===== config.mk =====
export PLATFORM = sky130hd
export DESIGN_NAME = decoder_scan_seq
export DESIGN_NICKNAME = d
export VERILOG_FILES = /design/src/rtl/decoder_scan_seq.sv
export SDC_FILE = /design/constraint.sdc
export NUM_CORES = 1
export LEC_CHECK = 0
export CAP_MARGIN = 20
export CORE_UTILIZATION = 48
export CTS_CLUSTER_DIAMETER = 30
export DETAILED_ROUTE_END_ITERATION = 16
export PLACE_DENSITY_LB_ADDON = 0.05
export SLEW_MARGIN = 20
export SYNTH_ARGS = -nofsm -noshare
export SYNTH_HDL_FRONTEND = slang
export SYNTH_SLANG_ARGS = --single-unit

===== constraint.sdc =====
create_clock -name clk -period 3.8 [get_ports clk]
set_clock_uncertainty 0.2 [all_clocks]
set_input_delay 0.76 -clock clk [delete_from_list [all_inputs] [get_ports clk]]
set_output_delay 0.76 -clock clk [all_outputs]
set_load 0.005 [all_outputs]

===== src/rtl/decoder_scan_seq.sv =====
// Registered N-to-OUTS one-hot decoder with a clocked auto-scan mode.
// Ports:
//   clk  - system clock, rising edge
//   rst  - synchronous active-high reset
//   en   - enable; low forces y inactive and freezes the scan state
//   mode - 0 = direct decode of a, 1 = auto-scan
//   a    - address decoded in direct mode
//   y    - registered one-hot select
//   idx  - registered index of the active output
//   wrap - one-cycle pulse when the scan index wraps to 0
// Build option: DECODER_SCAN_ACTIVE_LOW_EN makes y active-low (idle all ones).
module decoder_scan_seq #(
    parameter int N     = 4,
    parameter int OUTS  = 16,
    parameter int DWELL = 4
) (
    input  logic            clk,
    input  logic            rst,
    input  logic            en,
    input  logic            mode,
    input  logic [N-1:0]    a,
    output logic [OUTS-1:0] y,
    output logic [N-1:0]    idx,
    output logic            wrap
);

    localparam int CW = (DWELL > 1) ? $clog2(DWELL) : 1;

    localparam logic [N:0]      OUTS_W   = (N+1)'(OUTS);
    localparam logic [N-1:0]    IDX_LAST = N'(OUTS - 1);
    localparam logic [CW-1:0]   CNT_LAST = CW'(DWELL - 1);
    localparam logic [OUTS-1:0] ONE      = OUTS'(1);

    logic [CW-1:0]   cnt;
    logic [CW-1:0]   cnt_n;
    logic [N-1:0]    idx_n;
    logic            wrap_n;
    logic [OUTS-1:0] sel_n;

    always_comb begin
        cnt_n  = cnt;
        idx_n  = idx;
        wrap_n = 1'b0;
        sel_n  = '0;
        if (en) begin
            if (!mode) begin
                cnt_n = '0;
                // Out-of-range addresses select nothing and keep idx.
                if ({1'b0, a} < OUTS_W) begin
                    idx_n = a;
                    sel_n = ONE << a;
                end
            end else begin
                if (cnt == CNT_LAST) begin
                    cnt_n = '0;
                    if (idx == IDX_LAST) begin
                        idx_n  = '0;
                        wrap_n = 1'b1;
                    end else begin
                        idx_n = idx + N'(1);
                    end
                end else begin
                    cnt_n = cnt + CW'(1);
                end
                // Decode the next index so y and idx change together.
                sel_n = ONE << idx_n;
            end
        end
    end

    always_ff @(posedge clk) begin
        if (rst) begin
            cnt  <= '0;
            idx  <= '0;
            wrap <= 1'b0;
`ifdef DECODER_SCAN_ACTIVE_LOW_EN
            y    <= '1;
`else
            y    <= '0;
`endif
        end else begin
            cnt  <= cnt_n;
            idx  <= idx_n;
            wrap <= wrap_n;
`ifdef DECODER_SCAN_ACTIVE_LOW_EN
            y    <= ~sel_n;
`else
            y    <= sel_n;
`endif
        end
    end

endmodule


# Word level (Yosys, flattened, before mapping)
# Cells that the tools add are included.
dict set report classes {
  reduce_logical 2
  n_shift 2
  n_addsub 2
  bitwise 3
  n_eq_ne 2
  muxes 9
}
# operator n
set ops {}
lappend ops {{1-bit by 4-bit left shift with 16-bit output, first input constant} 2}
lappend ops {{4-bit 2-to-1 mux} 5}
lappend ops {{16-bit 2-to-1 mux} 1}
lappend ops {{4-bit by 1-bit adder with 4-bit output, second input constant} 1}
lappend ops {{4-bit == test, second input constant} 1}
lappend ops {{2-bit 2-to-1 mux} 2}
lappend ops {{4-bit OR reduction} 1}
lappend ops {{1-bit NOT} 3}
lappend ops {{2-bit by 1-bit adder with 2-bit output, second input constant} 1}
lappend ops {{2-bit == test, second input constant} 1}
lappend ops {{2-bit OR reduction} 1}
lappend ops {{1-bit 2-to-1 mux} 1}
dict set report totals {
  in_bits 8
  reg_bits 23
  elab_cells 24
  output_inout_bits 21
}

# Longest topological paths before layout
dict set report depth {
  word_depth 7
  depth_mapped 6
}

# Worst setup path before layout
# Ideal clock, no wire load.
dict set report synth_timing {
  kind {input to register}
  from {input port mode}
  to {register y[0]}
  arrival_ps 1548
  required_ps 3534
  stages 4
  setup_time_ps 66
  path_buffers 0
  setup_slack_ps 1985
  path_cell_list {and2_2 > a2111oi_4 > o21ai_2 > nor2_1}
}
dict set report synth_between {
  elab_chain_len 1
}
# item line_no
set synth_lines {}
lappend synth_lines {{start, declared} 20} ;# input logic mode,
lappend synth_lines {{16-bit 2-to-1 mux} 46} ;# if (!mode) begin
lappend synth_lines {{end signal, assigned} 88} ;# y <= sel_n;
lappend synth_lines {{end, declared} 22} ;# output logic [OUTS-1:0] y,
# No other way between the ends.
# A chain may end at the register's enable or synchronous reset.

# Worst setup path after layout
dict set report layout_timing {
  from {input port mode}
  to {register y[10]}
}
# Same word-level chain as after synthesis.

==> metrics list <==
- Result of the run: completed
- Number of rows created at floorplan: 15
- Dividing total power by cell area gives a power density of 329 nW/um^2.
- Switching component of the power: 107 uW
- Derived from the worst setup path, the maximum achievable clock frequency is 0.394 GHz.
* Final Net Count: 137
- Primary FF master, synth: sky130_fd_sc_hd__dfxtp_1
- Summed over all instances, the cell type with the most area after synthesis is sky130_fd_sc_hd__dfxtp_1.
- Post-route core utilization: 71.4%
- STA classifies the critical path endpoint as a flip-flop.
* Capture point of the worst path: y[10]$_SDFF_PP0_
- Initial antenna violation count: 0
- Setup slack on the worst reg-to-reg path comes out at 1.82 ns.
- Routed WL per cell: 14.0 um
* Ports: 29
- The tightest min-delay check is of the reg -> reg type.
- Routability-driven placement finished with a final weighted congestion of 0.809.
* CORE AREA: 1800 um^2
* Kind of critical path: in -> reg
- Via count of the first global-routing pass: 779
* FF-to-FF Start: idx[0]$_SDFFE_PP0P_
- Yosys warning total: 0
- The synthesized netlist devotes 16.7% of its cell area to compound gates.
* Syn Nets: 106
- After routing, the total negative slack on setup checks comes to 0 ns.
- Fraction of synthesized area in multiplexers: 4.66%
- Counting flops with an async set or reset pin after synthesis yields a share of 0%.
* Switching power as a share of total power: 25.4%
* Number of slew-limit violations in the final report: 0
* Clock-pin slew reported for the worst setup and hold paths after clock tree synthesis: 0.13 ns
* Total clock buffers created by CTS: 3
- In this run the tightest slew margin relative to its limit is 60.2%.
- The share of total power dissipated in sequential elements is 59.7%.
- The floorplan step set the die height to 46.9 um.
* Global-route wire length before repair: 3.51 mm
- Summing the areas of all fa, ha and maj instances in the mapped netlist gives 2.59% of the synthesized area.
- The tool flagged a number of max-cap violations equal to 0.
- Portion of the post-synthesis area used by sequential elements: 47.7%
- Gr usage total: 22.2%
* Count of buffers inserted at the top-level ports: 28
- Actual slew at the worst max-slew pin: 0.596 ns
- Number of remaining DRC errors: 0
* Clock Sinks: 23
- Antenna violation net count after detailed routing: 0
- Endpoint required time on the critical path: 3.84 ns
- Of all nets on the critical path, the largest fanout is 18.
- For this run the aggregate overflow at the end of global routing stands at 0.
- Largest cells by area after synthesis: sky130_fd_sc_hd__dfxtp_1 48%, sky130_fd_sc_hd__nor2_1 8.2%, sky130_fd_sc_hd__mux2i_1 3.1%
* H-tree depth: 1
- Unrepaired setup endpoints after global routing: false
- Count of different cell masters after synthesis: 34
- The die is 46.9 um wide.
- Detail-routed via count per cell: 5.29
- The die covers 2200 um^2.
- The number of cells on the worst reg-to-reg path is 5.
- The routed design could run at a clock period as short as 2.54 ns.
- Crit. Startpoint: mode
- Setup violations remaining at the end of the flow were counted as 0.
- After clock tree synthesis, the repair step resized 0 gates.
- Dominant cell by count in the synthesized netlist: sky130_fd_sc_hd__dfxtp_1
* Logic pwr share: 13.9%
* Commonest cells post-synth: 23 x sky130_fd_sc_hd__dfxtp_1, 21 x sky130_fd_sc_hd__nor2_1, 4 x sky130_fd_sc_hd__a21oi_1, 4 x sky130_fd_sc_hd__nand2_1, 4 x sky130_fd_sc_hd__nor2b_1
- The root buffer cell chosen for the clock tree is sky130_fd_sc_hd__clkbuf_4.
- Insertion delay to the later sink of the worst-skew pair: 0.30 ns
- For this block, the routed nets add up to 2.12 mm of wire.
* Number of synthesized flops with an enable pin: 0
- TritonCTS built the clock tree.
- The average instance in the mapped netlist occupies 10.1 um^2.
* Detailed-routing iteration count for the pre-antenna-repair pass: 4
- Cell internal power was estimated by the tool at 316 uW.
* Maximum VDD drop: 0.272 mV
- Via total after detailed routing: 799
* Buffer count from post-CTS setup fixing: 0
- The post-route netlist has 15.1% of its cells at a drive strength greater than 1.
- Share of the clock period used by the worst path: 66.7%
- Number of buffers inserted for hold repair after clock tree synthesis: 0
- FF+latch count, synth: 23
* Iteration-0 DRC Markers: 17
* Growth of design area from synthesis to finish: 33.2%
* Area share of the leading cell type in the synthesized netlist: 47.7%
* N_diodes: 0
* Worst hold slack across all endpoints: 0.285 ns
- Entering global routing, the biggest net connects 19 pins.
- Synthesized-area fraction occupied by and/or/nand/nor cells: 25.6%
- After legalization and detailed placement, the total HPWL measured 1.60 mm.
- The endpoint identified for the worst register-to-register timing path is y[10]$_SDFF_PP0_.
* Post-Synthesis Cell Area: 966 um^2
* Main combinational cell family by area after synthesis: simple AND/OR/NAND/NOR gates
- Summed over all cells, the static leakage comes to 0.000466 uW.
- Starting utilization of the core area: 53.6%
- Number of instances in the synthesized netlist: 96
- The clock passes through at most 2 buffers.
- The worst setup path is launched from an input port.
- STA puts the critical path data arrival time at 2.58 ns.
- Share of the synthesized netlist area taken by xor and xnor gates: 0%
- Proportion of power drawn by the clock network: 26.4%
- Count of endpoints failing hold in the final timing report: 0
==> critical path, stage by stage <==
cell,delay (ns)
sky130_fd_sc_hd__clkdlybuf4s50_1,0.72
sky130_fd_sc_hd__and2_2,0.38
sky130_fd_sc_hd__a2111oi_4,0.41
sky130_fd_sc_hd__nand3_2,0.16
sky130_fd_sc_hd__nor2_1,0.13
==> how the worst min path moves through the flow <==
stage / depth (start not counted) / to / slack (ns) / start
floorplan: 2 / cnt[1]$_SDFFE_PP0P_ / 0.24 / cnt[1]$_SDFFE_PP0P_
global placement: 2 / cnt[1]$_SDFFE_PP0P_ / 0.25 / cnt[1]$_SDFFE_PP0P_
detailed placement: 2 / cnt[1]$_SDFFE_PP0P_ / 0.27 / cnt[1]$_SDFFE_PP0P_
CTS: 2 / cnt[1]$_SDFFE_PP0P_ / 0.29 / cnt[1]$_SDFFE_PP0P_
global route: 2 / cnt[1]$_SDFFE_PP0P_ / 0.32 / cnt[1]$_SDFFE_PP0P_
finish: 2 / cnt[1]$_SDFFE_PP0P_ / 0.28 / cnt[1]$_SDFFE_PP0P_
==> state kept, by name (all words and copies together) (netlist names) <==
register and cells:
y 16, idx 4, wrap 1, cnt 2
==> power groups by stage <==
stage               logic [uW]  registers (uW)  clock network [uW]
floorplan                 32.6             257                   0
global placement          57.0             257                   0
detailed placement        58.5             258                   0
CTS                       58.6             253                 113
global route              63.8             254                 124
finish                    58.8             253                 112
==> routing by layer <==
layer  track usage, %  wire [um]
met2             35.0       1010
met1             29.8       1000
met3             5.77         98
met4             6.86         14
met5                0          0
==> placed cells by master (no fill, tap or decap), types with 3 or more instances in the layout <==
cell                              netlist  routed
sky130_fd_sc_hd__dfxtp_1               23      23
sky130_fd_sc_hd__nand3_1                3       3
sky130_fd_sc_hd__a21oi_1                4       4
sky130_fd_sc_hd__nor2_1                21      21
sky130_fd_sc_hd__mux2i_1                3       3
sky130_fd_sc_hd__nor2b_1                4       4
sky130_fd_sc_hd__nand2_1                4       4
sky130_fd_sc_hd__clkdlybuf4s50_1        0      28
sky130_fd_sc_hd__clkbuf_4               0       3
==> metrics by stage <==
step           instances  total power [uW]  cell area, um^2  setup WS, ns
2_1_floorplan         96               290              966          1.99
3_3_place_gp         147               314             1260          1.08
3_5_place_dp         147               316             1260         0.939
4_1_cts              151               425             1290          1.27
5_1_grt              151               442             1290          1.15
6_report             151               423             1290          1.26
==> kinds of logic (layout without fill, tap and decap cells) <==
family	count (synthesis)	count (layout)
AND/OR/NAND/NOR	45	45
adder cells (fa/ha/maj)	2	2
AO/OA/AOI/OAI	18	18
multiplexers	4	4
flip-flops	23	23
buffers and inverters	4	34
==> cell type report <==
type,count,area (um^2)
clock inverters,1,5.00
repair buffers,28,280
fillers,148,515
inverters,2,7.51
well taps,25,31.3
multi-input cells,69,479
clock buffers,3,22.5
flip-flops and latches,23,460
Power figures use the tool's default switching activity.
